**src/rtl/clock_divider_multi_pkg.sv**
```systemverilog
// Shared types and helpers for the multi-channel clock/tick divider.
package clkdiv_pkg;

    typedef enum logic {
        MODE_PULSE  = 1'b0,
        MODE_TOGGLE = 1'b1
    } clkdiv_mode_e;

    localparam int DIV_W_MAX = 32;

    // A programmed divisor of 0 behaves exactly like 1.
    function automatic logic [DIV_W_MAX-1:0] div_clamp(input logic [DIV_W_MAX-1:0] d);
        return (d == '0) ? DIV_W_MAX'(1) : d;
    endfunction

endpackage

```
**src/rtl/clock_divider_ch.sv**
```systemverilog
// One divider channel: counter, active and pending config, registered tick/clk_out.
module clock_divider_ch
    import clkdiv_pkg::*;
#(
    parameter int DIV_W        = 16,
    parameter int DEFAULT_DIV  = 2000,
    parameter int DEFAULT_MODE = 1
) (
    input  logic             i_clk_in,
    input  logic             i_rst,
    input  logic             i_en,
    input  logic             i_wr,
    input  logic [DIV_W-1:0] i_wr_div,
    input  logic             i_wr_mode,
    output logic             o_tick,
    output logic             o_clk_out,
    output logic             o_busy
);

    localparam logic [DIV_W-1:0] RST_DIV  = DIV_W'(DEFAULT_DIV);
    localparam clkdiv_mode_e     RST_MODE = (DEFAULT_MODE != 0) ? MODE_TOGGLE : MODE_PULSE;

    logic [DIV_W-1:0] r_cnt;
    logic [DIV_W-1:0] r_div;
    logic [DIV_W-1:0] r_pdiv;
    clkdiv_mode_e     r_mode;
    clkdiv_mode_e     r_pmode;
    logic             r_pend;
    logic             r_tick;
    logic             r_clk;

    logic [DIV_W-1:0] w_last;
    logic             w_tc;
    logic             w_clk_tc;

    assign w_last = DIV_W'(div_clamp(DIV_W_MAX'(r_div)) - 1);
    assign w_tc   = (r_cnt == w_last);

    // On a terminal count the old mode decides, unless a pending switch to pulse lands on
    // this same edge, in which case clk_out already follows pulse semantics.
    assign w_clk_tc = (r_mode == MODE_TOGGLE && !(r_pend && r_pmode == MODE_PULSE)) ?
                      ~r_clk : 1'b1;

    always_ff @(posedge i_clk_in) begin
        if (i_rst) begin
            r_cnt   <= '0;
            r_div   <= RST_DIV;
            r_mode  <= RST_MODE;
            r_pdiv  <= RST_DIV;
            r_pmode <= RST_MODE;
            r_pend  <= 1'b0;
            r_tick  <= 1'b0;
            r_clk   <= 1'b0;
        end else if (!i_en) begin
            r_cnt  <= '0;
            r_tick <= 1'b0;
            r_clk  <= 1'b0;
            if (i_wr) begin
                r_div  <= i_wr_div;
                r_mode <= clkdiv_mode_e'(i_wr_mode);
            end else if (r_pend) begin
                r_div  <= r_pdiv;
                r_mode <= r_pmode;
                r_pend <= 1'b0;
            end
        end else begin
            r_tick <= w_tc;
            if (w_tc) begin
                r_cnt <= '0;
                r_clk <= w_clk_tc;
                if (r_pend) begin
                    r_div  <= r_pdiv;
                    r_mode <= r_pmode;
                    r_pend <= 1'b0;
                end
            end else begin
                r_cnt <= r_cnt + 1'b1;
                if (r_mode == MODE_PULSE) r_clk <= 1'b0;
            end
            // A running channel only ever changes config at a terminal count.
            if (i_wr) begin
                r_pdiv  <= i_wr_div;
                r_pmode <= clkdiv_mode_e'(i_wr_mode);
                r_pend  <= 1'b1;
            end
        end
    end

    assign o_tick    = r_tick;
    assign o_clk_out = r_clk;
    assign o_busy    = r_pend;

endmodule

```
**src/rtl/clock_divider_multi.sv**
```systemverilog
// N-channel programmable clock/tick generator with hitless per-channel config writes.
module clock_divider_multi
    import clkdiv_pkg::*;
#(
    parameter int N_CH         = 4,
    parameter int DIV_W        = 16,
    parameter int DEFAULT_DIV  = 2000,
    parameter int DEFAULT_MODE = 1,
    localparam int CH_W        = (N_CH > 1) ? $clog2(N_CH) : 1
) (
    input  logic             i_clk_in,
    input  logic             i_rst,
    input  logic [N_CH-1:0]  i_ch_en,
    input  logic             i_cfg_valid,
    output logic             o_cfg_ready,
    input  logic [CH_W-1:0]  i_cfg_ch,
    input  logic [DIV_W-1:0] i_cfg_div,
    input  logic             i_cfg_mode,
    output logic [N_CH-1:0]  o_tick,
    output logic [N_CH-1:0]  o_clk_out,
    output logic [N_CH-1:0]  o_busy
);

    logic [N_CH-1:0] w_wr;
    logic [N_CH-1:0] w_busy;
    logic            w_ready;
    logic            w_accept;

    // Out-of-range channel numbers never match, so they read ready and are dropped.
    always_comb begin
        w_ready = 1'b1;
        for (int i = 0; i < N_CH; i++) begin
            if (i_cfg_ch == CH_W'(i)) w_ready = ~w_busy[i];
        end
    end

    assign o_cfg_ready = w_ready;
    assign w_accept    = i_cfg_valid & w_ready;
    assign o_busy      = w_busy;

    for (genvar g = 0; g < N_CH; g++) begin : g_ch
        assign w_wr[g] = w_accept & (i_cfg_ch == CH_W'(g));

        clock_divider_ch #(
            .DIV_W        (DIV_W),
            .DEFAULT_DIV  (DEFAULT_DIV),
            .DEFAULT_MODE (DEFAULT_MODE)
        ) u_ch (
            .i_clk_in  (i_clk_in),
            .i_rst     (i_rst),
            .i_en      (i_ch_en[g]),
            .i_wr      (w_wr[g]),
            .i_wr_div  (i_cfg_div),
            .i_wr_mode (i_cfg_mode),
            .o_tick    (o_tick[g]),
            .o_clk_out (o_clk_out[g]),
            .o_busy    (w_busy[g])
        );
    end

endmodule

```
**config.mk**
```make
export PLATFORM = sky130hd
export DESIGN_NAME = clock_divider_multi
export DESIGN_NICKNAME = d
export VERILOG_FILES = /design/src/rtl/clock_divider_multi_pkg.sv /design/src/rtl/clock_divider_ch.sv /design/src/rtl/clock_divider_multi.sv
export SDC_FILE = /design/constraint.sdc
export NUM_CORES = 1
export LEC_CHECK = 0
export CAP_MARGIN = 5
export CORE_MARGIN = 2
export CORE_UTILIZATION = 57
export DETAILED_ROUTE_END_ITERATION = 8
export PLACE_DENSITY = 0.78
export SLEW_MARGIN = 15
export SYNTH_ARGS = -nofsm -noshare
export SYNTH_HDL_FRONTEND = slang
export SYNTH_SLANG_ARGS = --single-unit
```
**constraint.sdc**
```tcl
create_clock -name i_clk_in -period 3.4 [get_ports i_clk_in]
set_input_delay 0.68 -clock i_clk_in [delete_from_list [all_inputs] [get_ports i_clk_in]]
set_output_delay 0.68 -clock i_clk_in [all_outputs]
set_load 0.005 [all_outputs]
```
=== Yosys cells after proc, flatten, opt, wreduce, memory -nomap -nowiden ===
Cells that the tools add are included.

* Add/subtract/negate cells: 8
* Multiply operators: 0
* Div/mod/pow operators: 0
* Order comparisons: 0
* Equal/unequal tests: 23
* Shift operators: 0
* Multiplexer cells: 68
* Bitwise gates (word level): 21
* Reductions and logical operators: 33

{| class="wikitable"
|+ Operator list
! operator !! number
|-
| $mux 16 || 20
|-
| $add 16x1->16 const B || 4
|-
| $eq 16x16->1 || 4
|-
| $logic_not 16->1 || 4
|-
| $sub 16x1->16 const B || 4
|-
| $mux 1 || 48
|-
| $ne 2x2->1 const B || 8
|-
| $not 1->1 || 16
|-
| $reduce_and 2->1 || 8
|-
| $ne 3x1->1 const B || 4
|-
| $reduce_or 3->1 || 4
|-
| $logic_and 1x1->1 || 8
|-
| $ne 2x1->1 const B || 4
|-
| $reduce_or 2->1 || 4
|-
| $and 1x1->1 || 5
|-
| $eq 2x2->1 const B || 2
|-
| $logic_not 1->1 || 4
|-
| $eq 2x1->1 const B || 1
|-
| $logic_not 2->1 || 1
|}

* Register bits after elaboration: 212
* Latch bits: 0
* RAM bits: 0
* ROM bits: 0
* Input bits: 26
* Logic and storage cells: 185
* Memories kept: 0

=== Logic depth before layout (Yosys ltp) ===
* Depth after elaboration: 9
* Mapped depth: 17

=== Modules after synthesis ===
From an unflattened synthesis, not the netlist that was laid out.

* Cell total of the unflattened synthesis: 1692
* Area total of the unflattened synthesis: 13340.3 µm²

{| class="wikitable"
|+ By module, submodules not included
! module !! times used !! cells each !! area an instance (µm²)
|-
| clock_divider_ch (g_ch[0].u_ch ...) || 3 || 416 || 3295.7
|-
| clock_divider_ch (g_ch[3].u_ch) || 1 || 437 || 3392.0
|-
| clock_divider_multi || 1 || 7 || 61.3
|}

=== Least setup slack after synthesis ===
No wires, ideal clock.

* Path type: register to register
* From: register g_ch[1].u_ch.r_div[5]
* To: register g_ch[1].u_ch.r_clk
* Arrival time: 3.552 ns
* Required time: 3.270 ns
* Slack: -0.282 ns
* Cell stages (with the launch flop): 13
* Period minus slack after synthesis: 3.682 ns
* Path through: dfxtp_1 clkbuf_1 nor4_2 a41oi_1 ha_1 or3b_2 or4_1 a211oi_1 o2111ai_1 or4_1 buf_2 a2111oi_2 nor3b_1

* Cells in the longest elaborated chain, start to end: 5
* Elaborated cells between the ends (all ways): 6
* Those cells by class: 1 x add/sub; 2 x eq/ne; 2 x mux; 1 x reduce/logical

{| class="wikitable"
|+ Ends and longest elaborated chain
! item !! RTL line !! source
|-
| start: declaration || clock_divider_ch.sv:24 || <nowiki>logic [DIV_W-1:0] r_div;</nowiki>
|-
| start signal: assignment || clock_divider_ch.sv:59 || <nowiki>r_div <= i_wr_div;</nowiki>
|-
| start signal: assignment || clock_divider_ch.sv:62 || <nowiki>r_div <= r_pdiv;</nowiki>
|-
| start signal: assignment || clock_divider_ch.sv:72 || <nowiki>r_div <= r_pdiv;</nowiki>
|-
| $logic_not 16->1 || clock_divider_multi_pkg.sv:13 || <nowiki>return (d == '0) ? DIV_W_MAX'(1) : d;</nowiki>
|-
| $mux 16 (*) || clock_divider_multi_pkg.sv:13 ||
|-
| $sub 16x1->16 (*) || clock_divider_ch.sv:36 || <nowiki>assign w_last = DIV_W'(div_clamp(DIV_W_MAX'(r_div)) - 1);</nowiki>
|-
| $eq 16x16->1 (*) || clock_divider_ch.sv:37 || <nowiki>assign w_tc = (r_cnt == w_last);</nowiki>
|-
| $ne 2x2->1 (no line) or $mux 1 (tied branches) || - ||
|-
| end signal: assignment || clock_divider_ch.sv:70 || <nowiki>r_clk <= w_clk_tc;</nowiki>
|-
| end: declaration || clock_divider_ch.sv:30 || <nowiki>logic r_clk;</nowiki>
|}

Every way passes the cells marked *; elsewhere a longest branch is shown, timed or not.
A chain may end at the register's enable or synchronous reset.

=== Final worst setup path ===
* From: register g_ch[3].u_ch.r_div[11]
* To: register g_ch[3].u_ch.r_div[2]

* Cells in the longest elaborated chain, start to end: 5

{| class="wikitable"
|+ Ends and longest elaborated chain
! item !! RTL line
|-
| start: declaration || clock_divider_ch.sv:24
|-
| start signal: assignment || clock_divider_ch.sv:59
|-
| start signal: assignment || clock_divider_ch.sv:62
|-
| start signal: assignment || clock_divider_ch.sv:72
|-
| $logic_not 16->1 || clock_divider_multi_pkg.sv:13
|-
| $mux 16 (*) || clock_divider_multi_pkg.sv:13
|-
| $sub 16x1->16 (*) || clock_divider_ch.sv:36
|-
| $eq 16x16->1 (*) || clock_divider_ch.sv:37
|-
| $ne 2x1->1 (no line) (*) || -
|}

Marked as above.

==> parameters.txt <==
Parameter                              Value

Run status
  Result of the run ... finished, final reports clean

Setup path
  CP max stage delay ... 0.53 ns
  Startpoint kind of the worst setup timing path ... flip-flop
  Worst endpoint required time ... around 3.9 ns
  Cell Chain, Critical Path ... or4_4 > or4_4 > nor2_2 > nor2_1 > ha_1 > or3b_4 > nor2_1 > xnor2_1 > nor4_1 > and4bb_2 > a21boi_4 > clkbuf_16 > mux2i_1
  Crit path max-delay cell type ... or4_4
  Crit Path Category ... flip-flop to flip-flop
  Worst endpoint data arrival time ... approximately 3.7 ns
  Largest fanout on the critical path ... 8
  Endpoint class of the critical path ... flip-flop

Detailed routing
  Highest signal layer in the routed design ... met4
  Number of remaining DRC errors ... 0
  DR WL met2 ... roughly 16 mm
  Detailed-route wire length per cell ... about 18 µm
  Wirelength, routed ... between 30 and 40 mm
  Length of the first detailed-routing pass in iterations ... 6
  Metal1 wirelength ... roughly 15 mm
  Via count of the routed design ... between 10000 and 15000
  Wire length on met3 ... roughly 2.3 mm
  Average vias per placed instance ... roughly 6.1
  DRC violation total after the first TritonRoute iteration ... 1003
  Final antenna-violating net count ... 0

Timing
  Final count of pins violating max slew ... 0
  Number of setup violations in the final report ... 0
  Max Clock Freq ... between 0.3 and 0.4 GHz
  Worst clock skew ... roughly 0.013 ns
  Post-route worst setup slack ... approximately 0.11 ns
  Hold Fails Final Rpt ... 0
  Final total negative setup slack ... 0 ns
  Tmin final ... between 3 and 4 ns
  Relative slew slack ... about two fifths
  RSZ-0062 raised after global routing ... true
  Pin slew with the least headroom to its limit ... 0.8892 ns
  Ratio of final minimum period to clock period ... roughly 97%

Place
  Routability Congestion ... between 0.9 and 1
  Number of instances in the placed design ... 1912
  Half-perimeter wire length after detailed placement ... 23.80 mm
  Port buffer count ... 38
  Worst-case setup slack after placement ... -0.1020 ns

Logic synthesis
  Mean area per synthesized cell ... 7.785 µm²
  Most common cell in the netlist ... nand2_1
  YS warnings ... 0
  Xor/xnor cell area share of the yosys netlist ... between 7 and 8%
  Synth cell types ... 83
  Cell taking the most area after synthesis ... dfxtp_1
  Share of flip-flops with an asynchronous set or reset ... 0%
  Most common flop cell mapped by yosys ... dfxtp_1
  Area of the mapped netlist ... 12810 µm²
  Post-synthesis sequential element count ... about 210
  Leading post-synthesis cells by instance count ... 230 x nand2_1, 212 x dfxtp_1, 176 x nor2_1
  Sequential-to-total area share from yosys stat ... between 30% and 40%
  Most area-consuming cells after synthesis ... dfxtp_1 33%, mux2i_1 7.9%, nand2_1 6.7%
  Post-Synth Simple-Gate Area ... between 20% and 30%
  Fraction of post-synthesis cell area in the top cell type by area ... about 33%
  Main combinational cell family by area after synthesis ... simple AND/OR/NAND/NOR gates
  Arithmetic-cell share of the synthesized area counting full adders, half adders and majority gates ... less than 1%
  Instance count of the mapped netlist ... about 1600
  Share of the synthesized area in compound gates (AO/OA/AOI/OAI) ... between 10% and 20%
  Mapped Nets ... approximately 1700
  Proportion of synthesized area in mux cells ... under 10%
  Number of enable-type register cells in the synthesized netlist ... 0

Clocking
  TritonCTS clock tree ... done
  Hold buffers post-CTS ... 0
  Max Root-Sink Buffers ... 3
  H-Tree Level Count ... 1
  Num CTS Buffers ... 24
  Count of clock tree sinks ... approximately 210
  Clock Root Buffer ... clkbuf_16
  Insertion delay of the later-clocked pin in the worst-skew pair ... ~0.53 ns
  Clk slew on worst S/H paths ... roughly 0.06 ns

GRT
  Global-route congestion overflow total ... 0
  Largest net degree at the start of global routing ... roughly 110
  Total routing resource utilization after global routing ... approximately 29%
  Number of antenna violations at the first check in global routing ... 2
  Global-route wire length before repair ... between 50 and 60 mm
  Via count of the first global-routing pass ... ~11000

Floorplan
  Horizontal extent of the die ... 153.9 µm
  I/O pin cnt ... 39
  Starting density of the core ... 58.36%
  Die ar. ... between 20000 and 25000 µm²
  Floorplan core area ... about 22000 µm²
  Placement Rows ... between 50 and 60
  Die span in y ... 153.9 µm

Pwr
  Post-layout power ... between 5 and 6 mW
  Power density normalized to cell area ... approximately 400 nW/µm²
  Worst ir drop on vdd ... 0.3529 mV
  Leakage component of the power ... around 5.4 nW

Cells and area
  Total number of nets in the final design ... 1700
  Share of layout cells above drive strength 1 ... roughly 14%
  Number of cells in the finished layout apart from fillers ... just under 2000
  Final core utilization ... between 60% and 70%
  Area growth, synth to finish ... 15.45%

Hold path
  Min-Delay Path Class ... flip-flop to flip-flop

Flow run
  Count of max-cap constraint violations ... 0
-- cells in the final DEF (no fill, tap or decap), drive strengths merged, types with 5 or more instances in the layout --
cell type,count
a31oi,6
nor2,176
a2111oi,5
clkdlybuf4s50,37
o211ai,27
a21o,5
or2,6
clkbuf,41
ha,8
or4,16
nand3,76
nor3b,17
a41oi,6
dfxtp,212
and3,40
o22ai,14
a211oi,23
mux2,11
buf,113
nor4,23
a22oi,10
a21oi,89
and2,10
nor3,42
a311o,10
nand2,230
xnor2,60
o311ai,17
o21ai,50
nand2b,7
or3,10
xor2,57
o31ai,5
mux2i,101
nor2b,19
inv,24
nand4,14
-- report_power, final --
group / switching [mW] / internal, mW
Combinational: 0.392 / 0.258
Sequential: 0.0414 / 2.54
Clock: 1.04 / 1.55
-- final timing paths --
kind / end / depth (start not counted) / startpoint / slack (ns)
setup / recovery: g_ch[3].u_ch.r_div[2] / 13 / g_ch[3].u_ch.r_div[11] / 0.11
hold / removal: g_ch[2].u_ch.r_pdiv[1] / 2 / g_ch[2].u_ch.r_pdiv[1] / 0.45
setup reg to reg: g_ch[3].u_ch.r_div[2] / 13 / g_ch[3].u_ch.r_div[11] / 0.11
hold reg to reg: g_ch[2].u_ch.r_pdiv[1] / 2 / g_ch[2].u_ch.r_pdiv[1] / 0.45
-- area by class of cell --
cell class              instances  area [µm²]
diodes                          1       2.502
clock buffers                  39       738.2
clock inverters                 3       40.04
fillers                      1770        7164
inverters                      24       90.09
multi-input cells            1252        8003
flip-flops and latches        212        4257
well taps                     280       350.3
repair buffers                152        1314
-- routing by layer --
| layer | track usage, % | vias to the layer above |
|---|---|---|
| li1 | - | 5838 |
| met1 | 38.27 | 5706 |
| met2 | 47.83 | 443 |
| met3 | 3.523 | 72 |
| met4 | 9.568 | 0 |
| met5 | 0 | - |
-- sequential cells by signal, indices dropped and copies added (netlist names) --
| name | cells |
|---|---|
| g_ch.u_ch.r_div | 64 |
| g_ch.u_ch.r_pmode | 4 |
| g_ch.u_ch.r_mode | 4 |
| g_ch.u_ch.o_clk_out | 4 |
| g_ch.u_ch.r_pdiv | 64 |
| g_ch.u_ch.r_cnt | 64 |
| g_ch.u_ch.o_busy | 4 |
| g_ch.u_ch.o_tick | 4 |
-- cells by family (layout without fill, tap and decap cells) --
| group | after synthesis | after routing |
|---|---|---|
| buffers and inverters | 183 | 218 |
| and+or+nand+nor | 708 | 709 |
| DFF | 212 | 212 |
| adders and majority gates | 8 | 8 |
| muxes | 113 | 113 |
| other | 0 | 1 |
| AOI/OAI and AO/OA | 305 | 305 |
| xor gates and xnor gates | 117 | 117 |
-- stage by stage --
stage | hold WS (ns) | instance area, µm²
2_1_floorplan | 0.4360 | 12870
3_3_place_gp | 0.4412 | 13720
3_5_place_dp | 0.4465 | 13720
4_1_cts | 0.4548 | 14500
5_1_grt | 0.4698 | 14790
6_report | 0.4540 | 14790
-- worst max-delay path, delay by kind of cell (launching register included) --
| kind | cells | cell delay, ns |
|---|---|---|
| flip-flops | 1 | 0.31 |
| multiplexers | 1 | 0.18 |
| adder cells (fa/ha/maj) | 1 | 0.22 |
| XOR/XNOR | 1 | 0.19 |
| buffers and inverters | 1 | 0.23 |
| AND/OR/NAND/NOR | 8 | 1.78 |
| AO/OA/AOI/OAI | 1 | 0.29 |
-- repair_timing --
item,in CTS,in global routing
cloned,0,3
setup endpoints to repair,9,122
resized for setup,2,58
setup buffers,0,5
pin swaps,0,15
No activity file was read; power rests on OpenSTA's default activity.
